### src/rtl/tron_compositor.sv
// Per-pixel trail/sprite compositor with a once-per-frame head-point collision prober.
// The framebuffer port is shared: probe reads take it over only during vertical blanking.
module tron_compositor #(
  parameter int unsigned NUM_PLAYERS  = 2,
  parameter int unsigned H_RES        = 640,
  parameter int unsigned V_RES        = 480,
  parameter int unsigned PIX_PER_WORD = 2,
  parameter int unsigned ADDR_W       = 19,
  parameter logic [3:0]  TRAIL_EMPTY  = 4'h8,
  parameter logic [3:0]  SPRITE_KEY   = 4'hF,
  parameter int unsigned X_BIAS       = 16,
  parameter int unsigned HEAD_OFS     = 14,
  parameter int unsigned SIDE_OFS     = 3
) (
  input  logic                     i_clk,
  input  logic                     i_reset,
  input  logic                     i_frame_clk,
  input  logic [9:0]               i_draw_x,
  input  logic [9:0]               i_draw_y,
  input  logic [3:0]               i_sprite_in,
  input  logic [10*NUM_PLAYERS-1:0] i_bike_x,
  input  logic [10*NUM_PLAYERS-1:0] i_bike_y,
  input  logic [2*NUM_PLAYERS-1:0] i_bike_dir,
  input  logic [NUM_PLAYERS-1:0]   i_alive,
  input  logic                     i_crash_clr,
  output logic [ADDR_W-1:0]        o_fb_rd_addr,
  input  logic [15:0]              i_fb_rd_data,
  output logic [3:0]               o_color_enum,
  output logic [NUM_PLAYERS-1:0]   o_crash,
  output logic                     o_probe_done,
  output logic                     o_busy
);

  localparam int unsigned WPL   = H_RES / PIX_PER_WORD;
  localparam int unsigned BPP   = 16 / PIX_PER_WORD;
  localparam int unsigned SEL_W = (PIX_PER_WORD > 1) ? $clog2(PIX_PER_WORD) : 1;
  localparam int unsigned IDX_W = $clog2(NUM_PLAYERS);

  localparam logic signed [11:0] HEAD = 12'(HEAD_OFS);
  localparam logic signed [11:0] SIDE = 12'(SIDE_OFS);
  localparam logic signed [11:0] BIAS = 12'(X_BIAS);

  typedef enum logic [2:0] {StIdle, StWaitBlank, StIssue, StCheck, StDone} state_e;

  function automatic logic [3:0] f_nib(input logic [15:0] d, input logic [SEL_W-1:0] s);
    logic [3:0] n;
    n = d[3:0];
    for (int unsigned k = 0; k < PIX_PER_WORD; k++) begin
      if (32'(s) == k) n = d[k*BPP +: 4];
    end
    return n;
  endfunction

  state_e                    r_state, w_state_nxt;
  logic [IDX_W-1:0]          r_idx, w_idx_nxt;
  logic                      r_fc, r_fc_edge, r_pending, w_pending_nxt;
  logic                      w_req, w_latch, w_adv, w_vblank;
  logic [10*NUM_PLAYERS-1:0] r_bx, r_by;
  logic [2*NUM_PLAYERS-1:0]  r_dir;
  logic [NUM_PLAYERS-1:0]    r_alive, r_crash, w_crash_set;
  logic [ADDR_W-1:0]         r_addr;
  logic [SEL_W-1:0]          r_psel;
  logic                      r_poff;

  logic [SEL_W-1:0]          r_sel1, r_sel2;
  logic [3:0]                r_spr1, r_spr2, r_color;
  logic                      r_blank1, r_blank2;

  logic [ADDR_W-1:0]         w_pix_addr, w_probe_addr;
  logic [SEL_W-1:0]          w_pix_sel, w_probe_sel;
  logic                      w_pix_blank, w_probe_off, w_probe_rd;
  logic [9:0]                w_bx, w_by;
  logic [1:0]                w_dir;
  logic signed [11:0]        w_ox, w_oy, w_px, w_py;

  assign w_pix_addr  = ADDR_W'(32'(i_draw_x) / PIX_PER_WORD + 32'(i_draw_y) * WPL);
  assign w_pix_sel   = SEL_W'(32'(i_draw_x) % PIX_PER_WORD);
  assign w_pix_blank = (32'(i_draw_x) >= H_RES) || (32'(i_draw_y) >= V_RES);
  assign w_vblank    = 32'(i_draw_y) >= V_RES;
  assign w_req       = r_fc_edge | r_pending;

  // Geometry is evaluated for the player the FSM will hold next, so the address
  // is already registered during ISSUE and the RAM word lands in CHECK.
  always_comb begin
    w_bx  = r_bx[int'(w_idx_nxt)*10 +: 10];
    w_by  = r_by[int'(w_idx_nxt)*10 +: 10];
    w_dir = r_dir[int'(w_idx_nxt)*2 +: 2];
    w_ox  = SIDE;
    w_oy  = SIDE;
    unique case (w_dir)
      2'b00: begin w_ox = SIDE;  w_oy = -HEAD; end
      2'b01: begin w_ox = SIDE;  w_oy = HEAD;  end
      2'b10: begin w_ox = -HEAD; w_oy = SIDE;  end
      2'b11: begin w_ox = HEAD;  w_oy = SIDE;  end
    endcase
    w_px = $signed({2'b00, w_bx}) + BIAS + w_ox;
    w_py = $signed({2'b00, w_by}) + w_oy;
  end

  assign w_probe_off  = w_px[11] | w_py[11] | (32'($unsigned(w_px)) >= H_RES) |
                        (32'($unsigned(w_py)) >= V_RES);
  assign w_probe_addr = ADDR_W'(32'($unsigned(w_px)) / PIX_PER_WORD +
                                32'($unsigned(w_py)) * WPL);
  assign w_probe_sel  = SEL_W'(32'($unsigned(w_px)) % PIX_PER_WORD);
  assign w_probe_rd   = (w_state_nxt == StIssue) && r_alive[w_idx_nxt] && !w_probe_off;

  always_comb begin
    w_state_nxt   = r_state;
    w_idx_nxt     = r_idx;
    w_pending_nxt = r_pending;
    w_crash_set   = '0;
    w_latch       = 1'b0;
    w_adv         = 1'b0;
    unique case (r_state)
      StIdle: begin
        if (w_req) begin
          w_state_nxt = StWaitBlank;
          w_idx_nxt   = '0;
          w_latch     = 1'b1;
        end
      end
      StWaitBlank: if (w_vblank) w_state_nxt = StIssue;
      StIssue: begin
        if (!r_alive[r_idx]) begin
          w_adv = 1'b1;
        end else if (r_poff) begin
          w_crash_set[r_idx] = 1'b1;
          w_adv              = 1'b1;
        end else begin
          w_state_nxt = StCheck;
        end
      end
      StCheck: begin
        if (f_nib(i_fb_rd_data, r_psel) != TRAIL_EMPTY) w_crash_set[r_idx] = 1'b1;
        w_adv = 1'b1;
      end
      StDone:  w_state_nxt = StIdle;
      default: w_state_nxt = StIdle;
    endcase
    if (w_adv) begin
      if (r_idx == IDX_W'(NUM_PLAYERS - 1)) begin
        w_state_nxt = StDone;
      end else begin
        w_idx_nxt   = r_idx + IDX_W'(1);
        w_state_nxt = w_vblank ? StIssue : StWaitBlank;
      end
    end
    if (r_state == StIdle) w_pending_nxt = 1'b0;
    else if (r_fc_edge)    w_pending_nxt = 1'b1;
  end

  always_ff @(posedge i_clk) begin
    if (i_reset) begin
      r_state   <= StIdle;
      r_idx     <= '0;
      r_fc      <= 1'b0;
      r_fc_edge <= 1'b0;
      r_pending <= 1'b0;
      r_bx      <= '0;
      r_by      <= '0;
      r_dir     <= '0;
      r_alive   <= '0;
      r_crash   <= '0;
      r_psel    <= '0;
      r_poff    <= 1'b0;
    end else begin
      r_state   <= w_state_nxt;
      r_idx     <= w_idx_nxt;
      r_fc      <= i_frame_clk;
      r_fc_edge <= i_frame_clk & ~r_fc;
      r_pending <= w_pending_nxt;
      if (w_latch) begin
        r_bx    <= i_bike_x;
        r_by    <= i_bike_y;
        r_dir   <= i_bike_dir;
        r_alive <= i_alive;
      end
      // A same-cycle set overrides the clear.
      r_crash <= (i_crash_clr ? '0 : r_crash) | w_crash_set;
      if (w_state_nxt == StIssue) begin
        r_psel <= w_probe_sel;
        r_poff <= w_probe_off;
      end
    end
  end

  always_ff @(posedge i_clk) begin
    if (i_reset) begin
      r_addr   <= '0;
      r_sel1   <= '0;
      r_sel2   <= '0;
      r_spr1   <= '0;
      r_spr2   <= '0;
      r_blank1 <= 1'b1;
      r_blank2 <= 1'b1;
      r_color  <= '0;
    end else begin
      r_addr   <= w_probe_rd ? w_probe_addr : w_pix_addr;
      r_sel1   <= w_pix_sel;
      r_sel2   <= r_sel1;
      r_spr1   <= i_sprite_in;
      r_spr2   <= r_spr1;
      r_blank1 <= w_pix_blank;
      r_blank2 <= r_blank1;
      r_color  <= r_blank2 ? 4'h0 :
                  (r_spr2 != SPRITE_KEY) ? r_spr2 : f_nib(i_fb_rd_data, r_sel2);
    end
  end

  assign o_fb_rd_addr = r_addr;
  assign o_color_enum = r_color;
  assign o_crash      = r_crash;
  assign o_probe_done = (r_state == StDone);
  assign o_busy       = (r_state == StWaitBlank) || (r_state == StIssue) ||
                        (r_state == StCheck);

endmodule

### config.mk
export PLATFORM = sky130hd
export DESIGN_NAME = tron_compositor
export DESIGN_NICKNAME = d
export VERILOG_FILES = /design/src/rtl/tron_compositor.sv
export SDC_FILE = /design/constraint.sdc
export NUM_CORES = 1
export LEC_CHECK = 0
export CAP_MARGIN = 30
export CORE_ASPECT_RATIO = 0.9
export CORE_UTILIZATION = 45
export CTS_BUF_LIST = sky130_fd_sc_hd__clkbuf_8 sky130_fd_sc_hd__clkbuf_16
export DETAILED_ROUTE_END_ITERATION = 7
export PLACE_DENSITY = 0.7
export SYNTH_ARGS = -nofsm -noshare
export SYNTH_HDL_FRONTEND = slang
export SYNTH_SLANG_ARGS = --single-unit
### constraint.sdc
create_clock -name i_clk -period 7.1 [get_ports i_clk]
set_clock_uncertainty 0.15 [all_clocks]
set_input_delay 2.13 -clock i_clk [delete_from_list [all_inputs] [get_ports i_clk]]
set_output_delay 2.13 -clock i_clk [all_outputs]
set_load 0.01 [all_outputs]
==> results <==
- For this run, design rule violations remaining after detail routing come to 0.
- Summing the areas of all and, or, nand and nor instances in the mapped netlist gives 21.9% of the synthesized area.
- Summing the sequential cell areas from Yosys gives 29.0% of the chip area.
- The clock net sink count is 92.
- The routed via count is 5642.
- The final layout contains around 1100 nets.
- The yosys synthesis warning count is 0.
- Synthesis produced a netlist with a net count of 956.
- Summing the areas of all compound-gate instances in the mapped netlist gives 17.2% of the synthesized area.
- The worst path required time is 7.22 ns.
- In this run the tool buffered the top-level ports with roughly 110 buffer cells.
- Dividing the detail-routed via count by the number of cells gives about 5.2.
- The max-capacitance violation count is 0.
- Once layout is done, the placed cells without fillers occupy ~7900 µm².
- The count of placed standard cells in the final layout, fillers left out is roughly 1100.
- The proportion of synthesized flip-flops having asynchronous set or reset is 0%.
- In the final routed layout, each cell accounts on average for ~13 µm.
- The number of antenna violations at the first check in global routing is 0.
- The number of setup buffers added after CTS is 0.
- The path category of the worst min-delay check is flop to flop.
- The largest net degree at the start of global routing is 88.
- The pin slew with the least headroom to its limit is ~1.0 ns.
- Global routing used between 20% and 30% of the available tracks across all layers.
- The total global routing overflow is 0.
- The dominant synthesized flop cell is sky130_fd_sc_hd__dfxtp_1.
- The dominant cell type by area after synthesis is sky130_fd_sc_hd__dfxtp_1.
- In this run, the number of DRC markers left after iteration 0 of detailed routing was 290.
- The worst-case setup margin in the final layout is 0.927 ns.
- The number of enable-type register cells in the synthesized netlist is 0.
- After synthesis the cells add up to 6340 µm².
- The remaining antenna violation count after routing is 0.
- Summed over all failing endpoints, the final setup total negative slack is 0 ns.
- The post-synthesis xor/xnor area fraction is 8.42%.
- The global-route wire length before repair is around 24000 µm.
- The post-synthesis sequential element count is 92.
- The most common cell in the synthesized netlist is sky130_fd_sc_hd__nand2_1.
- Averaged over all synthesized cells, the footprint is around 8.0 µm².
- STA classifies the critical path startpoint as a flop.
- The run finished with clean final reports.
- In this run the clock root is driven by a sky130_fd_sc_hd__clkbuf_16.
- The peak supply drop is 0.000129 V.
- The share of the clock period used by the worst path after layout is 86.9%.
- Clock-pin slew was measured on the worst setup and hold paths at 0.06 ns.
- After synthesis, the largest family of logic cells by area is simple AND/OR/NAND/NOR gates.
- The final-report max-slew violation count is 0.
- The synthesized netlist devotes 14.1% of its cell area to adder and majority cells.
- Counting instances in the post-synthesis netlist gives the leading cell types as 180 x sky130_fd_sc_hd__nand2_1, 92 x sky130_fd_sc_hd__dfxtp_1, 80 x sky130_fd_sc_hd__a21oi_1.
- The antenna diode count is 0.
- Synthesis produced a netlist whose cell count is 797.
- The number of different library cells used by synthesis comes to 67.
- For this design the ratio of total power to cell area is between 200 and 250 nW/µm².
- Setup repair after global routing left no endpoint under its margin.
- The first-pass iteration count of the detailed router is 5.
- The CTS buffer count is 9.
- The number of H-tree branching levels is 3.
- The number of buffers on the longest clock path is 2.
- The clock tree from TritonCTS is yes.
- The layout-stage area growth over the synthesis result is 24.4%.
- The number of global-route vias before repair is approximately 5100.
- At the end of routability-driven placement, the weighted congestion stood at 0.875.
- The total core area is 13600 µm².
- Setup violations remaining at the end of the flow were counted as 0.
- In this run the worst path has a maximum fanout of 20.
- The die is 115 µm tall.
- The floorplan step defined a die boundary enclosing 14600 µm².
- The later pin in the worst-skew pair is clocked with a latency of around 0.34 ns.
- The HPWL after detailed placement is 11100 µm.
- Counting I/O delays and the setup requirement, the final critical path takes 6.17 ns.
- The quantity of hold-fixing buffers added after cts is 0.
- The number of placed instances, taps included, is 1069.
- The fraction of synthesized cell area taken by the top area cell type is 29.0%.
- The final-report hold violation count is 0.
- The capturing element type of the critical path is a flop.
- The initialized floorplan defines 40 standard-cell rows.
- The mux share of post-synthesis cell area is 4.91%.
- The share of the core filled with cells is between 50% and 60%.
- Cells with a size suffix above 1 make up 5.13% of the layout.
- The placed instances occupy a cell area of 7570 µm².
- The number of filler instances in the final layout is 1295.
- The arrival time at the worst endpoint is 6.30 ns.
- The headroom to the max-slew limit is 33.2%.
- The detailed-route wire length is 14500 µm.
- The width of the die is approximately 130 µm.
- By area the synthesized netlist is led by sky130_fd_sc_hd__dfxtp_1 29%, sky130_fd_sc_hd__ha_1 13%, sky130_fd_sc_hd__nand2_1 11%, sky130_fd_sc_hd__a21oi_1 6.3%, sky130_fd_sc_hd__xnor2_1 5.5%.
- The post-placement setup slack is 0.962 ns.
- The critical path class is flop to flop.
- Gates resized during post-CTS repair numbered 0.
- The initial utilization of the core area, before any placement, comes to ~47%.
- During I/O placement, the number of pins put on the boundary was 117.
- For this run, the top clock speed supported by timing is 0.162 GHz.
- The leakage power of the design is 3.16 nW.
## kinds of logic after synthesis
family,after synthesis
AND/OR/NAND/NOR,312
AO/OA/AOI/OAI,169
flip-flops,92
adder cells (fa/ha/maj),69
buffers and inverters,65
XOR/XNOR,61
multiplexers,29
## worst paths after layout
| kind | startpoint | end | slack [ns] | depth (start not counted) |
|---|---|---|---|---|
| worst min register to register | r_blank1 | r_blank2 | 0.26 | 1 |
| worst max register to register | r_state[0] | o_fb_rd_addr[18] | 0.93 | 25 |
| worst min-delay path | r_blank1 | r_blank2 | 0.26 | 1 |
| worst max-delay path | r_state[0] | o_fb_rd_addr[18] | 0.93 | 25 |
## per-layer routing
layer,GRT usage [%],wire length [µm],up-vias
met5,0,0,-
met4,6.19,181,0
met3,3.36,580,16
met2,32.9,6360,128
met1,29.0,7330,2559
li1,-,-,2939
## metrics by stage
step | power [mW] | hold WS, ns
global route | 2.02 | 0.279
finish | 1.88 | 0.261
global placement | 1.37 | 0.247
CTS | 1.89 | 0.265
detailed placement | 1.37 | 0.249
floorplan | 1.18 | 0.217
## where the power goes
part | switching (mW) | internal, mW
Sequential | 0.0222 | 0.550
Combinational | 0.414 | 0.369
Clock | 0.206 | 0.318
Total | 0.642 | 1.24
## sequential cells by signal, indices dropped and copies added, names as in the netlist, 2 cells and up
signal	count
r_state	3
o_color_enum	4
o_crash	2
r_alive	2
r_bx	20
r_dir	4
r_spr2	4
o_fb_rd_addr	19
r_by	20
r_spr1	4
## cells in the final DEF (no fill, tap or decap), types with 12 or more instances in the layout
cell type,count
sky130_fd_sc_hd__inv_1,32
sky130_fd_sc_hd__xor2_1,21
sky130_fd_sc_hd__nor2_1,45
sky130_fd_sc_hd__mux2i_1,21
sky130_fd_sc_hd__a21oi_1,80
sky130_fd_sc_hd__xnor2_1,40
sky130_fd_sc_hd__o21ai_0,20
sky130_fd_sc_hd__ha_1,65
sky130_fd_sc_hd__nor2b_1,20
sky130_fd_sc_hd__clkdlybuf4s50_1,107
sky130_fd_sc_hd__dfxtp_1,92
sky130_fd_sc_hd__nand2_1,180
sky130_fd_sc_hd__a21o_1,12
sky130_fd_sc_hd__nand3_1,15
sky130_fd_sc_hd__nor3_1,12
## critical path: stages (launching register included)
cell,delay [ns]
sky130_fd_sc_hd__dfxtp_1,0.40
sky130_fd_sc_hd__or3_4,0.44
sky130_fd_sc_hd__or2_1,0.35
sky130_fd_sc_hd__nand2_1,0.13
sky130_fd_sc_hd__buf_4,0.28
sky130_fd_sc_hd__mux2i_1,0.33
sky130_fd_sc_hd__inv_1,0.08
sky130_fd_sc_hd__ha_1,0.19
sky130_fd_sc_hd__inv_1,0.08
sky130_fd_sc_hd__ha_1,0.22
sky130_fd_sc_hd__a221oi_1,0.08
sky130_fd_sc_hd__nor4b_1,0.56
sky130_fd_sc_hd__o31ai_1,0.17
sky130_fd_sc_hd__xnor2_1,0.38
sky130_fd_sc_hd__ha_1,0.31
sky130_fd_sc_hd__ha_1,0.36
sky130_fd_sc_hd__nand3_1,0.10
sky130_fd_sc_hd__o2111ai_1,0.28
sky130_fd_sc_hd__xor2_1,0.28
sky130_fd_sc_hd__nand2_1,0.09
sky130_fd_sc_hd__nor2_1,0.19
sky130_fd_sc_hd__nand3b_1,0.12
sky130_fd_sc_hd__xor2_1,0.17
sky130_fd_sc_hd__xnor2_1,0.17
sky130_fd_sc_hd__nand2_1,0.07
sky130_fd_sc_hd__mux2i_1,0.14
## cell type report
| cell class | instances | area, µm² | share of cell area (%) |
|---|---|---|---|
| timing repair buffer | 116 | 1140 | 14.4 |
| inverter | 32 | 120 | 1.52 |
| multi-input combinational | 640 | 4230 | 53.6 |
| clock buffer | 10 | 239 | 3.03 |
| sequential | 92 | 1840 | 23.3 |
| tap | 189 | 236 | 3.00 |
| clock inverter | 6 | 87.6 | 1.11 |
(Power assumes the default switching activity.)
